**src/rtl/rx_iq_packer.sv**
```systemverilog
// ---------------------------------------------------------------------------
// rx_iq_packer
//
// Purpose:
//   Buffers strobed 24-bit I/Q samples from the receiver in a small sample
//   FIFO and serialises each sample as two sign-extended 32-bit AXI-stream
//   words (I first, then Q) toward the DMA path. Reports the FIFO level and
//   counts samples dropped because the FIFO was full. Optionally marks frame
//   boundaries with m_tlast.
//
// Configuration macro:
//   RX_IQ_PACKER_FRAME_EN
//     defined   : a write-side frame counter tags every FRAME_SAMPLES-th
//                 sample; m_tlast is raised on that sample's Q word.
//     undefined : no frame counter, 48-bit FIFO entries, m_tlast tied to 0,
//                 FRAME_SAMPLES has no effect.
//
// Parameters:
//   DEPTH          FIFO capacity in samples (power of two, >= 2)
//   FRAME_SAMPLES  samples per frame for m_tlast generation (>= 1)
//
// Ports:
//   clock           sample-domain clock, rising edge
//   reset           asynchronous, active-high reset
//   enable          when low, strobes are ignored and frame position held at 0
//   in_strobe       one-cycle pulse qualifying in_i / in_q
//   in_i, in_q      signed 24-bit I and Q samples
//   m_tdata         stream word, sign-extended I or Q
//   m_tvalid        stream valid (FIFO not empty)
//   m_tready        stream ready
//   m_tlast         last word of a frame
//   level           samples held, including a partially sent one
//   overflow        sticky flag: a sample was dropped
//   overflow_count  dropped-sample count, saturating at 16'hFFFF
//   overflow_clear  one-cycle pulse clearing overflow and overflow_count
// ---------------------------------------------------------------------------
module rx_iq_packer #(
  parameter int DEPTH         = 16,
  parameter int FRAME_SAMPLES = 256
) (
  input  logic                     clock,
  input  logic                     reset,
  input  logic                     enable,
  input  logic                     in_strobe,
  input  logic [23:0]              in_i,
  input  logic [23:0]              in_q,
  output logic [31:0]              m_tdata,
  output logic                     m_tvalid,
  input  logic                     m_tready,
  output logic                     m_tlast,
  output logic [$clog2(DEPTH):0]   level,
  output logic                     overflow,
  output logic [15:0]              overflow_count,
  input  logic                     overflow_clear
);

  localparam int AW = $clog2(DEPTH);

`ifdef RX_IQ_PACKER_FRAME_EN
  localparam int EW = 49;
  localparam int FW = (FRAME_SAMPLES > 1) ? $clog2(FRAME_SAMPLES) : 1;
`else
  localparam int EW = 48;
`endif

  // Sample storage; contents need no reset because count_q gates every read.
  logic [EW-1:0] mem_q [DEPTH];

  logic [AW-1:0] wr_ptr_q, wr_ptr_d;
  logic [AW-1:0] rd_ptr_q, rd_ptr_d;
  logic [AW:0]   count_q, count_d;
  logic          phase_q, phase_d;
  logic          overflow_q, overflow_d;
  logic [15:0]   overflow_count_q, overflow_count_d;

  logic          fifo_empty;
  logic          fifo_full;
  logic          handshake;
  logic          pop;
  logic          push;
  logic          drop;
  logic [EW-1:0] wr_entry;
  logic [EW-1:0] rd_entry;

`ifdef RX_IQ_PACKER_FRAME_EN
  logic [FW-1:0] frame_cnt_q, frame_cnt_d;
  logic          frame_last;
`else
  logic          unused_frame_samples;
  assign unused_frame_samples = ^FRAME_SAMPLES;
`endif

  // Handshake and FIFO status. A full FIFO may still accept a sample in
  // the same cycle its head entry finishes (Q word handshake frees a slot).
  always_comb begin
    fifo_empty = (count_q == '0);
    fifo_full  = (count_q == (AW+1)'(DEPTH));
    handshake  = !fifo_empty && m_tready;
    pop        = handshake && phase_q;
    push       = enable && in_strobe && (!fifo_full || pop);
    drop       = enable && in_strobe && !push;
  end

`ifdef RX_IQ_PACKER_FRAME_EN
  // Frame position on the write side. Only accepted samples advance it;
  // disabling the block restarts the frame without touching stored flags.
  always_comb begin
    frame_last  = (frame_cnt_q == FW'(FRAME_SAMPLES - 1));
    frame_cnt_d = frame_cnt_q;
    if (!enable) begin
      frame_cnt_d = '0;
    end else if (push) begin
      frame_cnt_d = frame_last ? '0 : frame_cnt_q + 1'b1;
    end
  end

  always_comb begin
    wr_entry = {frame_last, in_i, in_q};
  end
`else
  always_comb begin
    wr_entry = {in_i, in_q};
  end
`endif

  // Pointer, occupancy and read-phase next state.
  always_comb begin
    wr_ptr_d = wr_ptr_q;
    rd_ptr_d = rd_ptr_q;
    count_d  = count_q;
    phase_d  = phase_q;
    if (push) begin
      wr_ptr_d = wr_ptr_q + 1'b1;
    end
    if (pop) begin
      rd_ptr_d = rd_ptr_q + 1'b1;
    end
    if (handshake) begin
      phase_d = !phase_q;
    end
    if (push && !pop) begin
      count_d = count_q + 1'b1;
    end else if (pop && !push) begin
      count_d = count_q - 1'b1;
    end
  end

  // Overflow bookkeeping; a clear wins over a coincident drop.
  always_comb begin
    overflow_d       = overflow_q;
    overflow_count_d = overflow_count_q;
    if (overflow_clear) begin
      overflow_d       = 1'b0;
      overflow_count_d = '0;
    end else if (drop) begin
      overflow_d = 1'b1;
      if (overflow_count_q != 16'hFFFF) begin
        overflow_count_d = overflow_count_q + 16'd1;
      end
    end
  end

  always_ff @(posedge clock or posedge reset) begin
    if (reset) begin
      wr_ptr_q         <= '0;
      rd_ptr_q         <= '0;
      count_q          <= '0;
      phase_q          <= 1'b0;
      overflow_q       <= 1'b0;
      overflow_count_q <= '0;
    end else begin
      wr_ptr_q         <= wr_ptr_d;
      rd_ptr_q         <= rd_ptr_d;
      count_q          <= count_d;
      phase_q          <= phase_d;
      overflow_q       <= overflow_d;
      overflow_count_q <= overflow_count_d;
    end
  end

`ifdef RX_IQ_PACKER_FRAME_EN
  always_ff @(posedge clock or posedge reset) begin
    if (reset) begin
      frame_cnt_q <= '0;
    end else begin
      frame_cnt_q <= frame_cnt_d;
    end
  end
`endif

  // When full, wr_ptr equals rd_ptr, but a write then only happens together
  // with a pop, so the entry being overwritten has already been sent.
  always_ff @(posedge clock) begin
    if (push) begin
      mem_q[wr_ptr_q] <= wr_entry;
    end
  end

  // Output words come straight from the head entry, so they hold steady
  // while stalled because neither rd_ptr_q nor phase_q move.
  always_comb begin
    rd_entry = mem_q[rd_ptr_q];
    m_tvalid = !fifo_empty;
    m_tdata  = '0;
    m_tlast  = 1'b0;
    if (!fifo_empty) begin
      if (phase_q) begin
        m_tdata = {{8{rd_entry[23]}}, rd_entry[23:0]};
`ifdef RX_IQ_PACKER_FRAME_EN
        m_tlast = rd_entry[48];
`endif
      end else begin
        m_tdata = {{8{rd_entry[47]}}, rd_entry[47:24]};
      end
    end
    level          = count_q;
    overflow       = overflow_q;
    overflow_count = overflow_count_q;
  end

endmodule

```
**config.mk**
```make
export PLATFORM = sky130hd
export DESIGN_NAME = rx_iq_packer
export DESIGN_NICKNAME = d
export VERILOG_FILES = /design/src/rtl/rx_iq_packer.sv
export SDC_FILE = /design/constraint.sdc
export NUM_CORES = 1
export LEC_CHECK = 0
export CORE_MARGIN = 8
export CORE_UTILIZATION = 41
export CTS_BUF_LIST = sky130_fd_sc_hd__clkbuf_2
export DETAILED_ROUTE_END_ITERATION = 12
export PLACE_DENSITY_LB_ADDON = 0.3
export SETUP_SLACK_MARGIN = 0.1
export SLEW_MARGIN = 20
export SYNTH_ARGS = -nofsm -noshare
export SYNTH_HDL_FRONTEND = slang
export SYNTH_SLANG_ARGS = --single-unit
export TNS_END_PERCENT = 1
```
**constraint.sdc**
```tcl
create_clock -name clock -period 6.6 [get_ports clock]
set_input_delay 1.65 -clock clock [delete_from_list [all_inputs] [get_ports clock]]
set_output_delay 1.65 -clock clock [all_outputs]
set_load 0.01 [all_outputs]
```
### Yosys cells after proc, flatten, opt, wreduce, memory -nomap -nowiden

Memories as Yosys holds them, arrays and structs flattened.
Cells that the tools add are included.

* mux-type cells: 11
* equal/unequal tests: 2
* add/sub/neg operators: 5
* reductions and logical operators: 18

Operator list (number)
* 32-bit 2-to-1 mux: 2
* 16-bit 2-to-1 mux: 3
* 16-bit by 1-bit adder with 16-bit output (second input constant): 1
* 16-bit != test (second input constant): 1
* 5-bit 2-to-1 mux: 2
* 4-bit by 1-bit adder with 4-bit output (second input constant): 2
* 1-bit logical AND: 7
* 2-bit nonzero test: 3
* 5-bit by 1-bit adder with 5-bit output (second input constant): 1
* 5-bit == test (second input constant): 1
* 1-bit logical NOT: 5
* 5-bit logical NOT: 1
* 5-bit by 1-bit subtractor with 5-bit output (second input constant): 1
* 1-bit 2-to-1 mux: 4
* 2-bit AND reduction: 1
* 1-bit logical OR: 1

* memory bits (writable): 768
* word-level logic and storage cells: 43
* memories kept: 1
* bits of input ports: 54
* bits in registers: 31

Memory list
* mem_q: depth 16, bits a word 48, read ports 1, clocked after Yosys merged registers in 0, wr ports 1, line 67 `logic [EW-1:0] mem_q [DEPTH];`

### Depth between registers and ports, before layout

Gate-level depths: netlist of the first run.

* depth after elaboration: 10
* depth in mapped cells: 10

### Worst setup path after synthesis of the first run

No wires, ideal clock.

* kind: input port to flip-flop
* start: in enable
* end: mem mem_q[12][0], enable pin
* path buffers: 1
* arrival time: 4.367 ns
* setup slack: 1.779 ns
* stages: 5
* library setup time: 0.454 ns
* cells stage by stage: nand2_1 > o21ba_1 > clkbuf_1 > nand3_1 > nor2_1

* word-level cells in the longest chain between the ends: 4

Ends and longest elaborated chain
* start, declared: line 43 `input logic enable,`
* 1-bit logical AND (2 in a row): line 100 `push = enable && in_strobe && (!fifo_full || pop);`
* named net push: line 80 `logic push;`
* 1-bit 2-to-1 mux: line 194 `if (push) begin`
* 1-bit 2-to-1 mux (implied by the code): line 195 `mem_q[wr_ptr_q] <= wr_entry;`
* end, declared: line 67

The timed path passes the listed nets, and every way through them passes these cells.

### Worst setup path after layout of the first run

* start: reg rd_ptr_q[3]
* end: out m_tdata[11]

* word-level cells in the longest chain between the ends: 3

Ends and longest elaborated chain
* start, declared: line 70 `logic [AW-1:0] rd_ptr_q, rd_ptr_d;`
* start signal, assigned: line 173 `rd_ptr_q <= rd_ptr_d;`
* memory read 16 x 48 bit
* 32-bit 2-to-1 mux: line 207 `if (phase_q) begin`
* 32-bit 2-to-1 mux: line 206 `if (!fifo_empty) begin`
* end, declared: line 47 `output logic [31:0] m_tdata,`

Every way passes these cells.

==> metrics.cfg, run 1 <==
[finish]
fin_nets=1897
register_area_um2=23800
fin_util_pct=46.6
multi_input_area_um2=7020
final_cell_area_um2=35300
drive_gt1_share_pct=23.7
nFillCells=6330
syn2layout_area_growth_pct=12.8

[floorplanning]
io_pins=110
core_area_um2=75700
fp.dieArea_um2=85300
initial_core_util_pct=41.3
rows=101
fp.dieW_um=292
die_h_um=292

[status]
status=finished clean

[placed_design]
dpl_cell_area_um2=33500
globalplace.congestion=0.808
dp_hpwl_um=40100
io_buffers=108

[detailed_routing]
drt-vias-per-instance=5.52
routedWlPerCell_um=24.6
wl_um=72600
dr.pass1.iters=5
routed-via-count=16300
drc_errors=0
drtIter0Drc=1171
antenna_left=0

[min_path]
hold_path_class=register to register

[global_routing]
grt_max_degree=79
antenna_found_initial=5
grt_overflow=0
busiest_layer=met2
use_met2_pct=26.7
grt_pass1_vias=16900
grt_use_met3_pct=4.64
track_usage_pct=16.8
grt_use_met1_pct=22.7
grt_pass1_wl_um=107000

[synth]
synth_nets=1670
ys_seq_area_share_pct=76.3
postSynthCellCount=1605
ys.flop_type=edfxtp_1
avgSynthCellArea_um2=19.5
synthMuxAreaShare_pct=14.2
synth_cell_types=53
yosysWarningCount=0
synthesis.area_um2=31300
synth_simple_gate_area_share_pct=2.97
synth_async_sr_flop_share_pct=3.88
synth_top_family_by_area=multiplexers
synth_xor_area_share_pct=0.308
synth_edf_count=768
synthAdderAreaFrac_pct=0.464
ys_ff_latch=799
synth_compound_area_share_pct=4.15

[cts]
worstSkewPairLatency_ps=1330
hold_buffers=0
cts-root-buf=clkbuf_2
cts_resized=0
clock_sink_count=799
cts_tree=done
clk_pin_slew_ps=120
numCtsBuffers=188
cts_buffer_depth=3
htreeDepth=4

[sta]
skew_ps=113
finalCritPeriodShare_pct=94.9
rsz0062_at_grt=no
slew_violations=0
setup_viol=0
max-slew-margin-rel_pct=28.7
fmax_mhz=160
worst_pin_slew_ps=1060
fin_tns_setup_ps=0
hold_viol_final=0
layout_min_cycle_time_ps=6260

[power_and_ir_drop]
power.total_mw=13.9
total_leakage_power_nw=11.8
ir_worst_vdd_mv=0.277
p_per_area_nw_per_um2=393

[critical_path]
worstSetupPathType=register to output port
worstPathArrival_ps=4610
required_ps=4950
max_stage_delay_ps=740
path_cells=buf_4 -> nand2b_1 -> buf_4 -> o22ai_1 -> o211ai_1 -> clkdlybuf4s50_1
crit_path_max_fanout=19
slowest_stage=dfrtp_1
end_kind=output port
crit_path_frequent_cell=buf_4
startpoint_type=register

[job]
max-cap-violations=0

[what timing repair did]
item                                    in CTS  in global routing
pin swaps                                    0                  1
endpoints found under the setup margin      14                  9
setup buffers                                2                  1
cloned                                       0                  0
[layer usage]
metal | up-vias | wire, µm | share of wire (%)
met1 | 8482 | 31900 | 44
met4 | 0 | 1120 | 1.5
li1 | 7182 | - | -
met2 | 573 | 34700 | 48
met3 | 95 | 4900 | 6.7
met5 | - | 0 | 0
[power by group]
part | switching (mW) | internal (mW)
combinational | 2.54 | 2.03
clock | 1.89 | 1.28
sequential | 0.268 | 5.85
total | 4.70 | 9.16
[cells by family after synthesis]
kind of cell / Yosys count
xor+xnor: 11
simple gates: 173
mux: 320
other cells: 1
flops: 799
fa+ha+maj: 11
compound gates: 177
buf+inv: 113
[final timing paths]
kind,from,end,slack [ps],cells past startpoint
worst min-delay path,overflow,overflow,520,2
min in group asynchronous,reset,overflow_count[5],720,3
worst min register to register,overflow,overflow,520,2
max in group asynchronous,reset,rd_ptr_q[2],5430,3
worst max-delay path,rd_ptr_q[3],m_tdata[11],340,6
worst max register to register,level[0],level[4],3210,11
[cells in the mapped netlist, types with 7 or more instances]
| master | number | area (µm²) |
|---|---|---|
| a21oi_1 | 13 | 65.1 |
| a221oi_1 | 24 | 210 |
| a22oi_1 | 72 | 541 |
| and2_1 | 13 | 81.3 |
| buf_1 | 14 | 52.6 |
| buf_2 | 20 | 100 |
| buf_4 | 9 | 67.6 |
| clkbuf_1 | 56 | 210 |
| dfrtp_1 | 31 | 776 |
| edfxtp_1 | 768 | 23100 |
| ha_1 | 10 | 125 |
| inv_1 | 10 | 37.5 |
| mux2_2 | 26 | 293 |
| mux2i_1 | 193 | 1930 |
| mux4_2 | 96 | 2160 |
| nand2_1 | 35 | 131 |
| nand3_1 | 60 | 300 |
| nand4_1 | 7 | 43.8 |
| nor2_1 | 14 | 52.6 |
| nor2b_1 | 7 | 43.8 |
| o211ai_1 | 24 | 180 |
| o22ai_1 | 24 | 150 |
| o31ai_1 | 7 | 52.6 |
| or4_1 | 7 | 52.6 |
| xnor2_1 | 10 | 87.6 |
[stage by stage]
step	setup WS (ps)	instances	hold WS, ps
after floorplan	1780	1605	493
after global placement	1430	2617	491
after detailed placement	1390	2617	500
after CTS	143	2953	528
after global routing	135	2957	575
final	338	2958	515
[flip-flops by register name, summed over array words and instances (netlist names)]
name,count
overflow,1
rd_ptr_q,4
level,5
wr_ptr_q,4
phase_q,1
mem_q,768
overflow_count,16
[worst max-delay path, delay by kind of cell (launching register included)]
kind,cells,cell delay [ps]
compound gates,2,630
simple gates,1,530
buf+inv,3,1390
flops,1,740
[placed cells by master (no fill, tap or decap), drive strengths merged, types with 32 or more instances in the layout]
cell | Yosys | layout
edfxtp | 768 | 768
clkbuf | 59 | 263
mux2i | 193 | 193
clkdlybuf4s50 | 0 | 108
mux4 | 96 | 96
a22oi | 72 | 72
nand3 | 60 | 60
clkinv | 0 | 59
nand2 | 35 | 35
buf | 44 | 32
[area by class of cell]
| cell class | instances | share of cell area (%) |
|---|---|---|
| Multi-Input combinational cell | 693 | 19.9 |
| Clock inverter | 71 | 1.23 |
| Antenna cell | 4 | 0.0284 |
| Sequential cell | 799 | 67.6 |
| Inverter | 10 | 0.106 |
| Timing Repair Buffer | 140 | 3.89 |
| Clock buffer | 263 | 3.73 |
| Tap cell | 978 | 3.47 |
(Power assumes the default switching activity.)
==> run 2, diff against run 1 <==
- CAP_MARGIN: default -> 20
- SLEW_MARGIN: 20 -> default
==> run 2 against run 1 <==
Net effect:
- total power down 0.36%
- maximum frequency grew 0.64%
- hold slack lost 2.7 ps
- clock-buffer cell count rose by 12
- sequential share of layout area hardly changed
- clock power decreased by 3%
- wire length is 0.73% higher
- utilization hardly changed
- non-clock buffer count is 5 higher
- global-route usage increased by 0.086 points
- largest cell class unchanged
==> metrics.cfg, run 2 (synthesis gave the netlist of run 1 again) <==
[sta]
fin_tns_setup_ps=0
skew_ps=93.5
max-slew-margin-rel_pct=27.7
layout_min_cycle_time_ps=6220
hold_viol_final=0
finalCritPeriodShare_pct=94.3
fmax_mhz=161
rsz0062_at_grt=no
worst_pin_slew_ps=1080
slew_violations=0
setup_viol=0

[critical_path]
end_kind=output port
startpoint_type=register
slowest_stage=dfrtp_1
reg2reg_depth=5
path_cells=buf_4 -> nand2b_1 -> buf_4 -> o22ai_1 -> o211ai_1 -> clkdlybuf4s50_1
reg2reg_slack_ps=3310
timing.rr.end=mem_q[1][22]
worstSetupPathType=register to output port
required_ps=4950
max_stage_delay_ps=720
timing.rr.start=level[0]
worstPathArrival_ps=4570
crit_path_max_fanout=19
crit_path_frequent_cell=buf_4

[cts]
worstSkewPairLatency_ps=1370
clk_pin_slew_ps=110
cts-root-buf=clkbuf_2
htreeDepth=4
numCtsBuffers=186
cts_buffer_depth=3
clock_sink_count=799
cts_tree=done

[finish]
drive_gt1_share_pct=24.3
final_cell_area_um2=35300
fin_nets=1900
max_flop_register=mem_q
most-common-layout-cells=edfxtp_1, clkbuf_2, mux2i_1, clkdlybuf4s50_1, mux4_2
syn2layout_area_growth_pct=12.8
fin_cells=2965
largest_register_ffs=768
mostFrequentLayoutCell=edfxtp_1

[placed_design]
io_buffers=108
dpl_cell_area_um2=33500
dp_hpwl_um=40300
globalplace.congestion=0.808
dp_cells=2622

[global_routing]
track_usage_pct=16.9
antenna_found_initial=4
grt_pass1_wl_um=108000
grt_max_degree=79
grt_overflow=0
grt_pass1_vias=16900

[power_and_ir_drop]
total_leakage_power_nw=11.8
ir_worst_vdd_mv=0.284
p_per_area_nw_per_um2=392

[detailed_routing]
drt-vias-per-instance=5.51
routedWlPerCell_um=24.7
antenna_left=0
drc_errors=0
drtIter0Drc=1346
wl_um=73200
dr.pass1.iters=5
routed-via-count=16300

[floorplanning]
rows=101
io_pins=110
fp.dieArea_um2=85300
core_area_um2=75700
fp.dieW_um=292
initial_core_util_pct=41.3
die_h_um=292

[min_path]
hold_end=overflow
worstHoldStart=overflow
hold_path_class=register to register
hold_depth=2

[job]
max-cap-violations=0

[status]
status=finished clean

## run 2: cell count changes in the layout (fill, tap and decap cells not counted), sizes merged
cell / previous run / this run
clkbuf: 263 / 275
clkinv: 59 / 52
buf: 32 / 37
bufinv: 5 / 2
clkinvlp: 3 / 2
diode: 4 / 5
## run 2: timing repair
| item | CTS | global route |
|---|---|---|
| hold buffers | 0 | 0 |
| pin swaps | 0 | 1 |
| gates resized for setup | 0 | 0 |
| cloned | 0 | 0 |
| setup buffers | 2 | 1 |
| endpoints found under the setup margin | 20 | 9 |
## run 2: layout make-up
type	count	area [µm²]
inverter	10	37.5
multi-input combinational	693	7000
clock inverter	60	307
timing repair buffer	145	1460
clock buffer	275	1380
sequential	799	23800
fill	6334	40400
tap	978	1220
antenna	5	12.5
## run 2: how the worst max path moves through the flow
stage | from | end
2_1_floorplan | enable | mem_q[12][0]
3_3_place_gp | rd_ptr_q[0] | m_tdata[28]
3_5_place_dp | rd_ptr_q[1] | m_tdata[31]
4_1_cts | rd_ptr_q[1] | m_tdata[31]
5_1_grt | level[0] | m_tdata[8]
6_report | rd_ptr_q[3] | m_tdata[11]
## run 2: routing by layer
layer  vias to the layer above  global-route usage [%]  wire, µm
li1                       7204                       -         -
met1                      8383                    22.7     31700
met2                       653                    27.0     34800
met3                       103                    4.63      5390
met4                         0                    4.71      1310
met5                         -                       0         0
## run 2: through the flow
| stage | total power, mW | util, % | hold WS (ps) | worst slack (ps) |
|---|---|---|---|---|
| 5_1_grt | 14.5 | 46.6 | 573 | 165 |
| 3_5_place_dp | 10.8 | 44.3 | 500 | 1400 |
| 4_1_cts | 14.0 | 46.6 | 515 | 114 |
| 6_report | 13.8 | 46.6 | 512 | 377 |
| 2_1_floorplan | 8.99 | - | 493 | 1780 |
| 3_3_place_gp | 10.7 | 44.2 | 491 | 1430 |
## run 2: critical path, delay by kind of cell (launching register included)
kind	cells	cell delay, ps
AND/OR/NAND/NOR	1	540
flip-flops	1	720
buffers and inverters	3	1390
AO/OA/AOI/OAI	2	590
## run 2: where the power goes
group	switching (mW)	internal [mW]
combinational	2.55	2.05
clock	1.89	1.20
sequential	0.263	5.85
total	4.71	9.10
